--- src/rtl/button_pkg.sv ---
// Shared definitions for the button press classifier and its debounce stage.
// Latency: none (types and constants only).
// Backpressure: none.
package button_pkg;

   // FSM state encoding
   localparam logic [2:0] WAIT_REL = 3'd0;
   localparam logic [2:0] IDLE     = 3'd1;
   localparam logic [2:0] PRESS1   = 3'd2;
   localparam logic [2:0] GAP      = 3'd3;
   localparam logic [2:0] PRESS2   = 3'd4;
   localparam logic [2:0] LONG     = 3'd5;

   typedef enum logic [2:0] {
      S_WAIT_REL = WAIT_REL,
      S_IDLE     = IDLE,
      S_PRESS1   = PRESS1,
      S_GAP      = GAP,
      S_PRESS2   = PRESS2,
      S_LONG     = LONG
   } state_t;

   // 500 ms and 250 ms at 25 MHz; shared with the debounce stage
   localparam int LONG_LIMIT_DEF = 12500000;
   localparam int DOUBLE_GAP_DEF = 6250000;

   function automatic int max2(input int a, input int b);
      return (a > b) ? a : b;
   endfunction

endpackage

--- src/rtl/button_press_classifier_if.sv ---
// Button level in, classified event pulses and held level out.
// Latency: n/a (bundle of wires).
// Backpressure: none; pulses are fire-and-forget.
interface button_press_classifier_if;
   logic i_Debounced;
   logic o_Single;
   logic o_Double;
   logic o_Long;
   logic o_Held;

   modport master (output i_Debounced, input o_Single, o_Double, o_Long, o_Held);
   modport slave  (input i_Debounced, output o_Single, o_Double, o_Long, o_Held);
endinterface

--- src/rtl/button_press_classifier.sv ---
// Classifies debounced button presses into single, double and long events.
// Latency: pulses are registered, high the cycle after the deciding sample.
// Backpressure: none; every event pulse lasts exactly one cycle.
module button_press_classifier
   import button_pkg::*;
#(
   parameter int LONG_LIMIT = LONG_LIMIT_DEF,
   parameter int DOUBLE_GAP = DOUBLE_GAP_DEF
) (
   input  logic                     i_Clk,
   input  logic                     i_Rst,
   button_press_classifier_if.slave bus
);

   localparam int CW = $clog2(max2(LONG_LIMIT, DOUBLE_GAP) + 1);
   localparam logic [CW-1:0] LONG_C = CW'(LONG_LIMIT);
   localparam logic [CW-1:0] GAP_C  = CW'(DOUBLE_GAP);
   localparam logic [CW-1:0] ONE_C  = CW'(1);

   // Limits of 0 or 1 would let a single sample both start and finish a phase
   generate
      if (LONG_LIMIT < 2) begin : g_bad_long
         $error("button_press_classifier: LONG_LIMIT must be >= 2");
      end
      if (DOUBLE_GAP < 2) begin : g_bad_gap
         $error("button_press_classifier: DOUBLE_GAP must be >= 2");
      end
   endgenerate

   state_t        state_q, state_d;
   logic [CW-1:0] cnt_q, cnt_d;
   logic [CW-1:0] cnt_inc;
   logic          single_q, single_d;
   logic          double_q, double_d;
   logic          long_q, long_d;
   logic          held_q, held_d;
   logic          in_lvl;

   assign in_lvl = bus.i_Debounced;

   // Next-state, counter and output pulse decisions from the current sample
   always_comb begin
      state_d  = state_q;
      cnt_d    = cnt_q;
      single_d = 1'b0;
      double_d = 1'b0;
      long_d   = 1'b0;
      held_d   = held_q;
      cnt_inc  = cnt_q + ONE_C;
      case (state_q)
         S_WAIT_REL: begin
            if (!in_lvl) begin
               state_d = S_IDLE;
               cnt_d   = '0;
            end
         end
         S_IDLE: begin
            if (in_lvl) begin
               state_d = S_PRESS1;
               cnt_d   = ONE_C;
            end
         end
         S_PRESS1: begin
            if (!in_lvl) begin
               state_d = S_GAP;
               cnt_d   = ONE_C;
            end else if (cnt_inc == LONG_C) begin
               long_d  = 1'b1;
               held_d  = 1'b1;
               state_d = S_LONG;
               cnt_d   = '0;
            end else begin
               cnt_d = cnt_inc;
            end
         end
         S_GAP: begin
            // A press on the last gap sample still counts as a second click
            if (in_lvl) begin
               state_d = S_PRESS2;
               cnt_d   = ONE_C;
            end else if (cnt_inc == GAP_C) begin
               single_d = 1'b1;
               state_d  = S_IDLE;
               cnt_d    = '0;
            end else begin
               cnt_d = cnt_inc;
            end
         end
         S_PRESS2: begin
            if (!in_lvl) begin
               double_d = 1'b1;
               state_d  = S_IDLE;
               cnt_d    = '0;
            end else if (cnt_inc == LONG_C) begin
               // Long second press still reports a double; wait for release
               double_d = 1'b1;
               state_d  = S_WAIT_REL;
               cnt_d    = '0;
            end else begin
               cnt_d = cnt_inc;
            end
         end
         S_LONG: begin
            if (!in_lvl) begin
               held_d  = 1'b0;
               state_d = S_IDLE;
               cnt_d   = '0;
            end
         end
         default: begin
            state_d = S_WAIT_REL;
            cnt_d   = '0;
            held_d  = 1'b0;
         end
      endcase
   end

   // State, counter and registered outputs; reset discards any pending click
   always_ff @(posedge i_Clk or posedge i_Rst) begin
      if (i_Rst) begin
         state_q  <= S_WAIT_REL;
         cnt_q    <= '0;
         single_q <= 1'b0;
         double_q <= 1'b0;
         long_q   <= 1'b0;
         held_q   <= 1'b0;
      end else begin
         state_q  <= state_d;
         cnt_q    <= cnt_d;
         single_q <= single_d;
         double_q <= double_d;
         long_q   <= long_d;
         held_q   <= held_d;
      end
   end

   assign bus.o_Single = single_q;
   assign bus.o_Double = double_q;
   assign bus.o_Long   = long_q;
   assign bus.o_Held   = held_q;

endmodule

--- src/flat_wrapper.sv ---
// flat-port wrapper written by rule: the top's interface ports become plain ports
module button_press_classifier_flat import button_pkg::*;
#(
   parameter int LONG_LIMIT = LONG_LIMIT_DEF,
   parameter int DOUBLE_GAP = DOUBLE_GAP_DEF
)
  (i_Clk, i_Rst, bus_i_Debounced, bus_o_Single, bus_o_Double, bus_o_Long, bus_o_Held);
  button_press_classifier_if bus_i ();
  input  logic i_Clk;
  input  logic i_Rst;
  input wire logic [$bits(bus_i.i_Debounced)-1:0] bus_i_Debounced;
  output wire logic [$bits(bus_i.o_Single)-1:0] bus_o_Single;
  output wire logic [$bits(bus_i.o_Double)-1:0] bus_o_Double;
  output wire logic [$bits(bus_i.o_Long)-1:0] bus_o_Long;
  output wire logic [$bits(bus_i.o_Held)-1:0] bus_o_Held;
  assign bus_i.i_Debounced = bus_i_Debounced;
  assign bus_o_Single = bus_i.o_Single;
  assign bus_o_Double = bus_i.o_Double;
  assign bus_o_Long = bus_i.o_Long;
  assign bus_o_Held = bus_i.o_Held;
  button_press_classifier #(.LONG_LIMIT(LONG_LIMIT), .DOUBLE_GAP(DOUBLE_GAP)) u_core (.i_Clk(i_Clk), .i_Rst(i_Rst), .bus(bus_i));
endmodule
--- config.mk ---
export PLATFORM = sky130hd
export DESIGN_NAME = button_press_classifier_flat
export DESIGN_NICKNAME = d
export VERILOG_FILES = /design/src/rtl/button_pkg.sv /design/src/rtl/button_press_classifier_if.sv /design/src/rtl/button_press_classifier.sv /design/src/flat_wrapper.sv
export SDC_FILE = /design/constraint.sdc
export NUM_CORES = 1
export LEC_CHECK = 0
export ABC_CLOCK_PERIOD_IN_PS = 5200
export CAP_MARGIN = 20
export CELL_PAD_IN_SITES_DETAIL_PLACEMENT = 0
export CELL_PAD_IN_SITES_GLOBAL_PLACEMENT = 1
export CORE_MARGIN = 5
export CORE_UTILIZATION = 38
export CTS_CLUSTER_SIZE = 20
export DETAILED_ROUTE_END_ITERATION = 7
export GPL_TIMING_DRIVEN = 0
export PLACE_DENSITY = 0.73
export REMOVE_ABC_BUFFERS = 1
export SKIP_LAST_GASP = 1
export SLEW_MARGIN = 20
export SYNTH_ARGS = -nofsm -noshare
export SYNTH_HDL_FRONTEND = slang
export SYNTH_SLANG_ARGS = --single-unit
--- constraint.sdc ---
create_clock -name i_Clk -period 5.2 [get_ports i_Clk]
set_clock_uncertainty 0.2 [all_clocks]
set_input_delay 1.04 -clock i_Clk [delete_from_list [all_inputs] [get_ports i_Clk]]
set_output_delay 1.04 -clock i_Clk [all_outputs]
set_load 0.005 [all_outputs]
==> results of run 1 <==
final cells by class:
cell class | instances | area, um2 | share of cell area, %
multi-input cells | 230 | 1480 | 57.6
clock buffers | 6 | 82.6 | 3.22
inverters | 6 | 22.5 | 0.878
flip-flops and latches | 31 | 776 | 30.2
clock inverters | 2 | 35.0 | 1.37
well taps | 77 | 96.3 | 3.75
repair buffers | 7 | 75.1 | 2.93
per-stage QoR:
| stage | util (%) | total power (uW) | setup TNS (ns) | setup WS (ns) | hold slack [ns] |
|---|---|---|---|---|---|
| finish | 41.1 | 801 | 0 | 0.571 | 0.288 |
| global route | 41.1 | 843 | 0 | 0.238 | 0.313 |
| CTS | 41.1 | 810 | 0 | 0.548 | 0.287 |
| detailed placement | 39.2 | 549 | 0 | 0.585 | 0.270 |
| global placement | 38.7 | 523 | -0.191 | -0.0407 | 0.261 |
| floorplan | - | 442 | 0 | 1.53 | 0.274 |
power by group:
group	switching (uW)	total, uW	leakage (uW)	internal (uW)
Clock	104	259	0.0000612	155
Sequential	44.0	301	0.000424	257
Combinational	163	242	0.000395	78.3
Total	311	801	0.000881	490
worst register-to-register path: stages (launching register included):
cell,delay (ns)
dfrtp_1,0.54
ha_1,0.35
nand3_1,0.28
nor3_1,0.69
nand4_1,0.28
xor2_1,0.23
or4b_1,0.52
nor3_1,0.24
o21ai_2,0.28
nor3_4,0.64
o21ai_0,0.23
registers in the layout (all words and copies together), names as in the netlist:
name / count
u_core.cnt_q: 24
u_core.state_q: 3
u_core.bus.o_Double: 1
u_core.bus.o_Held: 1
u_core.bus.o_Long: 1
u_core.bus.o_Single: 1
cell families after synthesis:
family	count (synthesis)	share of synthesized area (%)
AO/OA/AOI/OAI	80	22.7
XOR/XNOR	12	4.36
buffers and inverters	38	7.22
flip-flops	31	32.2
adder cells (fa/ha/maj)	2	0.935
multiplexers	3	1.30
AND/OR/NAND/NOR	133	31.3
worst min-delay path by stage:
stage               slack [ns]                            end  cells past startpoint
floorplan                 0.27  u_core.bus.o_Held$_DFFE_PP0P_                      1
global placement          0.26  u_core.bus.o_Held$_DFFE_PP0P_                      1
detailed placement        0.27  u_core.bus.o_Held$_DFFE_PP0P_                      1
CTS                       0.29  u_core.bus.o_Held$_DFFE_PP0P_                      1
global route              0.31  u_core.bus.o_Held$_DFFE_PP0P_                      1
finish                    0.29  u_core.bus.o_Held$_DFFE_PP0P_                      1
synth_stat cells (2+ instances only):
| master | number | area [um2] |
|---|---|---|
| clkbuf_1 | 14 | 52.6 |
| nor2b_1 | 4 | 25.0 |
| o21ai_1 | 8 | 40.0 |
| nor4_1 | 3 | 18.8 |
| a211oi_1 | 8 | 60.1 |
| a31oi_1 | 4 | 25.0 |
| xor2_1 | 6 | 52.6 |
| nor3b_1 | 2 | 15.0 |
| xnor2_1 | 6 | 52.6 |
| mux2i_1 | 2 | 20.0 |
| nor2_1 | 15 | 56.3 |
| and3_1 | 7 | 43.8 |
| or3_1 | 2 | 12.5 |
| o32ai_1 | 3 | 26.3 |
| nor3_4 | 2 | 32.5 |
| and2_1 | 5 | 31.3 |
| inv_1 | 6 | 22.5 |
| o22ai_1 | 9 | 56.3 |
| nand4_1 | 9 | 56.3 |
| a21boi_0 | 3 | 22.5 |
| nor3_1 | 14 | 70.1 |
| o211ai_1 | 2 | 15.0 |
| dfrtp_1 | 31 | 776 |
| and4_1 | 3 | 26.3 |
| o21ai_0 | 21 | 105 |
| o31ai_1 | 6 | 45.0 |
| nand3_1 | 11 | 55.1 |
| nand2b_1 | 6 | 37.5 |
| a211o_1 | 2 | 17.5 |
| or4_1 | 6 | 45.0 |
| nand3b_1 | 2 | 15.0 |
| o2111ai_1 | 2 | 17.5 |
| buf_2 | 16 | 80.1 |
| nand2_1 | 32 | 120 |
| or4b_1 | 2 | 20.0 |
layer usage:
metal	vias to the layer above	share of wire [%]	global-route usage [%]
met5	-	0	0
met1	1066	47	24.2
met3	6	5.7	2.83
met4	0	0.76	6.63
met2	41	47	26.4
li1	1076	-	-
==> metrics.txt, run 1 <==
# TYPE chip_impl_metric gauge
chip_impl_info{name="crit_path_end",value="u_core.cnt_q[17]$_DFFE_PP0P_"} 1
chip_impl_metric{name="critPathBufInv",unit=""} 0
chip_impl_info{name="path_class_of_the_lowest_slack_min_delay_path",value="reg -> reg"} 1
chip_impl_metric{name="std_cell_rows",unit=""} 29
chip_impl_metric{name="layout.filler_cells",unit=""} 655
chip_impl_info{name="rsz0062_at_grt",value="false"} 1
chip_impl_metric{name="synth-async-reset-ratio",unit="%"} 100
chip_impl_info{name="crit_path_end_kind",value="flip-flop"} 1
chip_impl_metric{name="chipWidth",unit="um"} 89.6
chip_impl_info{name="startpoint_of_the_most_critical_setup_path",value="u_core.cnt_q[0]$_DFFE_PP0P_"} 1
chip_impl_metric{name="timing.max_cap.violations",unit=""} 0
chip_impl_metric{name="place.detailed.instances",unit=""} 351
chip_impl_metric{name="layout-area-overhead-vs-synth",unit="%"} 6.49
chip_impl_metric{name="hold_viol",unit=""} 0
chip_impl_info{name="cts_tree",value="yes"} 1
chip_impl_metric{name="final-instance-count-excl-fill",unit=""} 359
chip_impl_metric{name="worst-endpoint-required",unit="ns"} 5.14
chip_impl_metric{name="wl",unit="um"} 6330
chip_impl_info{name="crit_family",value="simple AND/OR/NAND/NOR gates"} 1
chip_impl_info{name="startpoint_type",value="flip-flop"} 1
chip_impl_metric{name="pin_count_of_the_biggest_net_entering_global_routing",unit=""} 32
chip_impl_metric{name="clkSinkCount",unit=""} 31
chip_impl_metric{name="dr_total_vias",unit=""} 2189
chip_impl_metric{name="grt_antenna_before_repair",unit=""} 0
chip_impl_metric{name="p_leak",unit="uW"} 0.000881
chip_impl_info{name="layout_commonest_cell",value="nand2_1"} 1
chip_impl_metric{name="final_antenna_net_count",unit=""} 0
chip_impl_metric{name="worstSkewPairLatency",unit="ns"} 0.29
chip_impl_info{name="crit_path_frequent_cell",value="nor3_1"} 1
chip_impl_metric{name="clock_tree.buffer_depth",unit=""} 2
chip_impl_metric{name="detail_route.first_pass.iterations",unit=""} 4
chip_impl_info{name="status",value="finished clean"} 1
chip_impl_metric{name="synth.yosys.warnings",unit=""} 0
chip_impl_metric{name="avgRoutedWirePerCell",unit="um"} 17.6
chip_impl_info{name="hold_path_startpoint",value="u_core.bus.o_Held$_DFFE_PP0P_"} 1
chip_impl_metric{name="ios",unit=""} 7
chip_impl_info{name="clk_root_buffer_cell",value="clkbuf_8"} 1
chip_impl_metric{name="synth.yosys.seq_area_share",unit="%"} 32.2
chip_impl_metric{name="die_y",unit="um"} 89.6
chip_impl_metric{name="synth_edf_count",unit=""} 0
chip_impl_metric{name="first_global_vias",unit=""} 2069
chip_impl_metric{name="drcViolationCount",unit=""} 0
chip_impl_metric{name="design_area",unit="um2"} 2570
chip_impl_metric{name="post-route-period-util",unit="%"} 89.0
chip_impl_metric{name="gr-usage-all-layers",unit="%"} 17.2
chip_impl_metric{name="synth-seq-cells",unit=""} 31
chip_impl_metric{name="final_max_slew_viol_count",unit=""} 0
chip_impl_metric{name="ctsResizeCount",unit=""} 0
chip_impl_metric{name="clk_pin_slew",unit="ns"} 0.08
chip_impl_metric{name="design.die.area",unit="um2"} 8030
chip_impl_metric{name="worstPathMaxFanout",unit=""} 15
chip_impl_metric{name="setup_violations_final",unit=""} 0
chip_impl_metric{name="irDropWorstVdd",unit="mV"} 0.232
chip_impl_metric{name="synth.lib_cells_used.distinct",unit=""} 60
chip_impl_metric{name="worst_pin_slew",unit="ns"} 0.806
chip_impl_info{name="layout_common_cells",value="nand2_1 (32), dfrtp_1 (31), o21ai_0 (21)"} 1
chip_impl_metric{name="hpwlAfterDp",unit="um"} 4410
chip_impl_metric{name="start_util",unit="%"} 38.6
chip_impl_info{name="critical_path.reg2reg.startpoint",value="u_core.cnt_q[0]$_DFFE_PP0P_"} 1
chip_impl_metric{name="cell_area_after_synthesis",unit="um2"} 2410
chip_impl_info{name="synth_top_flop_cell",value="dfrtp_1"} 1
chip_impl_metric{name="maxClockFrequency",unit="MHz"} 216
chip_impl_metric{name="relSlewSlack",unit="%"} 46.2
chip_impl_metric{name="io_buffer_count",unit=""} 6
chip_impl_metric{name="min_cycle_time_layout",unit="ns"} 4.63
chip_impl_metric{name="post_cts_hold_buffer_count",unit=""} 0
chip_impl_metric{name="worst_ep_arrival_time",unit="ns"} 4.57
chip_impl_metric{name="antenna-diode-count",unit=""} 0
chip_impl_metric{name="core_area",unit="um2"} 6240
chip_impl_metric{name="number_of_cells_produced_by_synthesis",unit=""} 299
chip_impl_info{name="worstSetupPathType",value="reg -> reg"} 1
chip_impl_metric{name="r2r_setup_slack",unit="ns"} 0.57
chip_impl_metric{name="grt-ovfl-total",unit=""} 0
chip_impl_metric{name="share_of_post_route_cells_with_drive_strength_above_1",unit="%"} 8.16
chip_impl_metric{name="routed_via_density",unit=""} 6.10
chip_impl_metric{name="timing.critical_path.slowest_cell_delay",unit="ns"} 0.69
chip_impl_info{name="cp_cell_sequence",value="ha_1 -> nand3_1 -> nor3_1 -> nand4_1 -> xor2_1 -> or4b_1 -> nor3_1 -> o21ai_2 -> nor3_4 -> o21ai_0"} 1
chip_impl_metric{name="first_pass_grt_wire_length",unit="um"} 10600
chip_impl_metric{name="post-cts-setup-buffers",unit=""} 0
chip_impl_metric{name="r2r_cells",unit=""} 10
chip_impl_metric{name="htree_num_levels",unit=""} 2
chip_impl_info{name="slowest_stage",value="nor3_1"} 1
chip_impl_metric{name="gpl_congestion",unit=""} 0.818
chip_impl_metric{name="power.density",unit="nW/um2"} 312
chip_impl_metric{name="cts_buffers",unit=""} 5
chip_impl_info{name="worst_r2r_endpoint",value="u_core.cnt_q[17]$_DFFE_PP0P_"} 1
chip_impl_metric{name="placedInstanceArea",unit="um2"} 2450
chip_impl_metric{name="syn_area_per_cell",unit="um2"} 8.06
chip_impl_metric{name="drt-initial-drc-count",unit=""} 136
chip_impl_metric{name="cp_num_cells",unit=""} 10
chip_impl_metric{name="nNetsFinal",unit=""} 285
(Power assumes the default switching activity.)
==> run 2, diff against run 1 <==
- SETUP_SLACK_MARGIN: unset -> 0.5
==> metrics.txt, run 2 (synthesized netlist as in run 1, its figures left out) <==
# TYPE chip_impl_metric gauge
chip_impl_metric{name="min_cycle_time_layout",unit="ns"} 4.36
chip_impl_info{name="startpoint_type",value="flip-flop"} 1
chip_impl_metric{name="power.density",unit="nW/um2"} 319
chip_impl_metric{name="seq_power_share",unit="%"} 36.3
chip_impl_metric{name="drcViolationCount",unit=""} 0
chip_impl_metric{name="htree_num_levels",unit=""} 2
chip_impl_info{name="clk_root_buffer_cell",value="clkbuf_8"} 1
chip_impl_metric{name="dr_total_vias",unit=""} 2214
chip_impl_metric{name="relSlewSlack",unit="%"} 45.1
chip_impl_metric{name="antenna-diode-count",unit=""} 0
chip_impl_metric{name="overall_power_after_layout",unit="uW"} 828
chip_impl_metric{name="worstPathMaxFanout",unit=""} 14
chip_impl_metric{name="detail_route.first_pass.iterations",unit=""} 4
chip_impl_metric{name="nNetsFinal",unit=""} 288
chip_impl_info{name="startpoint_of_the_most_critical_setup_path",value="u_core.cnt_q[0]$_DFFE_PP0P_"} 1
chip_impl_metric{name="design.die.area",unit="um2"} 8030
chip_impl_info{name="layout_common_cells",value="nand2_1 (32), dfrtp_1 (31), o21ai_0 (21)"} 1
chip_impl_metric{name="timing.critical_path.slowest_cell_delay",unit="ns"} 0.62
chip_impl_metric{name="layout-area-overhead-vs-synth",unit="%"} 7.63
chip_impl_metric{name="post-route-period-util",unit="%"} 83.8
chip_impl_metric{name="grt_antenna_before_repair",unit=""} 0
chip_impl_metric{name="power.internal",unit="uW"} 511
chip_impl_metric{name="hold_viol",unit=""} 0
chip_impl_info{name="critical_path.reg2reg.startpoint",value="u_core.cnt_q[0]$_DFFE_PP0P_"} 1
chip_impl_info{name="layout_commonest_cell",value="nand2_1"} 1
chip_impl_metric{name="first_pass_grt_wire_length",unit="um"} 10600
chip_impl_metric{name="cts_buffers",unit=""} 5
chip_impl_metric{name="first_global_vias",unit=""} 2069
chip_impl_metric{name="clock_tree.buffer_depth",unit=""} 2
chip_impl_metric{name="wl_met2",unit="um"} 2970
chip_impl_metric{name="pin_count_of_the_biggest_net_entering_global_routing",unit=""} 32
chip_impl_metric{name="timing.max_cap.violations",unit=""} 0
chip_impl_metric{name="combPwrFrac",unit="%"} 32.5
chip_impl_metric{name="critPathBufInv",unit=""} 0
chip_impl_metric{name="final_antenna_net_count",unit=""} 0
chip_impl_metric{name="final-instance-count-excl-fill",unit=""} 362
chip_impl_metric{name="place.detailed.instances",unit=""} 351
chip_impl_info{name="crit_path_end_kind",value="flip-flop"} 1
chip_impl_info{name="hold_path_startpoint",value="u_core.bus.o_Held$_DFFE_PP0P_"} 1
chip_impl_info{name="rsz0062_at_grt",value="false"} 1
chip_impl_info{name="crit_family",value="simple AND/OR/NAND/NOR gates"} 1
chip_impl_metric{name="avgRoutedWirePerCell",unit="um"} 17.7
chip_impl_info{name="status",value="finished clean"} 1
chip_impl_metric{name="io_buffer_count",unit=""} 6
chip_impl_metric{name="die_y",unit="um"} 89.6
chip_impl_info{name="cts_tree",value="yes"} 1
chip_impl_info{name="largest_register",value="u_core.cnt_q"} 1
chip_impl_info{name="biggestRegsByFlops",value="u_core.cnt_q (24), u_core.state_q (3)"} 1
chip_impl_metric{name="worst_ep_arrival_time",unit="ns"} 4.30
chip_impl_metric{name="detailroute.wirelength.met3",unit="um"} 304
chip_impl_info{name="worstSetupPathType",value="reg -> reg"} 1
chip_impl_metric{name="gr-usage-all-layers",unit="%"} 17.2
chip_impl_metric{name="start_util",unit="%"} 38.6
chip_impl_metric{name="core_area",unit="um2"} 6240
chip_impl_metric{name="p_sw",unit="uW"} 317
chip_impl_metric{name="clkPwrFrac",unit="%"} 31.2
chip_impl_metric{name="final_max_slew_viol_count",unit=""} 0
chip_impl_metric{name="irDropWorstVdd",unit="mV"} 0.235
chip_impl_metric{name="chipWidth",unit="um"} 89.6
chip_impl_metric{name="final.setup.tns",unit="ns"} 0
chip_impl_metric{name="worst_pin_slew",unit="ns"} 0.824
chip_impl_metric{name="worst-endpoint-required",unit="ns"} 5.15
chip_impl_metric{name="maxClockFrequency",unit="MHz"} 230
chip_impl_info{name="path_class_of_the_lowest_slack_min_delay_path",value="reg -> reg"} 1
chip_impl_metric{name="worstSkewPairLatency",unit="ns"} 0.29
chip_impl_metric{name="drt-initial-drc-count",unit=""} 150
chip_impl_metric{name="gpl_congestion",unit=""} 0.818
chip_impl_metric{name="hpwlAfterDp",unit="um"} 4410
chip_impl_metric{name="number_of_flip_flops_under_the_largest_register_name",unit=""} 24
chip_impl_metric{name="setup_violations_final",unit=""} 0
chip_impl_info{name="slowest_stage",value="nor2_2"} 1
chip_impl_metric{name="m1WireLength",unit="um"} 3060
chip_impl_info{name="topRoutingLayerUsed",value="met4"} 1
chip_impl_metric{name="grt-ovfl-total",unit=""} 0
chip_impl_metric{name="p_leak",unit="uW"} 0.000895
chip_impl_metric{name="power.switching_fraction",unit="%"} 38.3
chip_impl_metric{name="design_area",unit="um2"} 2590
chip_impl_metric{name="routed_via_density",unit=""} 6.12
chip_impl_info{name="cp_cell_sequence",value="ha_1 -> nand3_1 -> nor4_1 -> xnor2_1 -> or4_1 -> or4b_1 -> nor3_1 -> o21ai_2 -> nor2_2 -> o32ai_1"} 1
chip_impl_metric{name="wl",unit="um"} 6410
chip_impl_metric{name="std_cell_rows",unit=""} 29
chip_impl_metric{name="clk_pin_slew",unit="ns"} 0.07
chip_impl_metric{name="clkSinkCount",unit=""} 31
chip_impl_metric{name="ios",unit=""} 7
chip_impl_metric{name="layout.filler_cells",unit=""} 654
chip_impl_metric{name="post_cts_hold_buffer_count",unit=""} 0
chip_impl_metric{name="placedInstanceArea",unit="um2"} 2450
chip_impl_metric{name="share_of_post_route_cells_with_drive_strength_above_1",unit="%"} 9.47
run 2: area by class of cell:
class	instances	area, um2	share of cell area, %
flip-flops and latches	31	776	29.9
clock inverters	2	35.0	1.35
inverters	6	22.5	0.868
multi-input cells	230	1480	57.2
well taps	77	96.3	3.71
clock buffers	6	82.6	3.18
repair buffers	10	97.6	3.76
run 2: power groups by stage:
stage	Clock, uW	Sequential, uW	Combinational, uW
floorplan	0	290	152
global placement	0	301	222
detailed placement	0	304	245
CTS	263	300	247
global route	272	305	292
finish	258	300	269
run 2: per-layer routing:
metal  vias to the layer above  global-route usage, %
li1                       1084                      -
met1                      1086                   24.2
met2                        37                   26.4
met3                         7                   2.83
met4                         0                   6.63
met5                         -                      0
run 2: repair_timing:
item                       CTS  global route
setup buffers                0             3
setup endpoints to repair    0            21
resized for setup            0             1
run 2: metrics by stage:
step,utilization [%],hold WS [ns],setup WS (ns)
2_1_floorplan,-,0.274,1.53
3_3_place_gp,38.7,0.261,-0.0407
3_5_place_dp,39.2,0.270,0.585
4_1_cts,41.1,0.287,0.548
5_1_grt,41.6,0.313,0.499
6_report,41.6,0.286,0.845
run 2: worst paths after layout:
check,to,slack (ns),cells past startpoint
worst max-delay path,u_core.cnt_q[5]$_DFFE_PP0P_,0.84,10
max in group asynchronous,u_core.cnt_q[6]$_DFFE_PP0P_,3.38,2
worst min register to register,u_core.bus.o_Held$_DFFE_PP0P_,0.29,1
worst max register to register,u_core.cnt_q[5]$_DFFE_PP0P_,0.84,10
min in group asynchronous,u_core.bus.o_Long$_DFF_PP0_,0.97,2
worst min-delay path,u_core.bus.o_Held$_DFFE_PP0P_,0.29,1
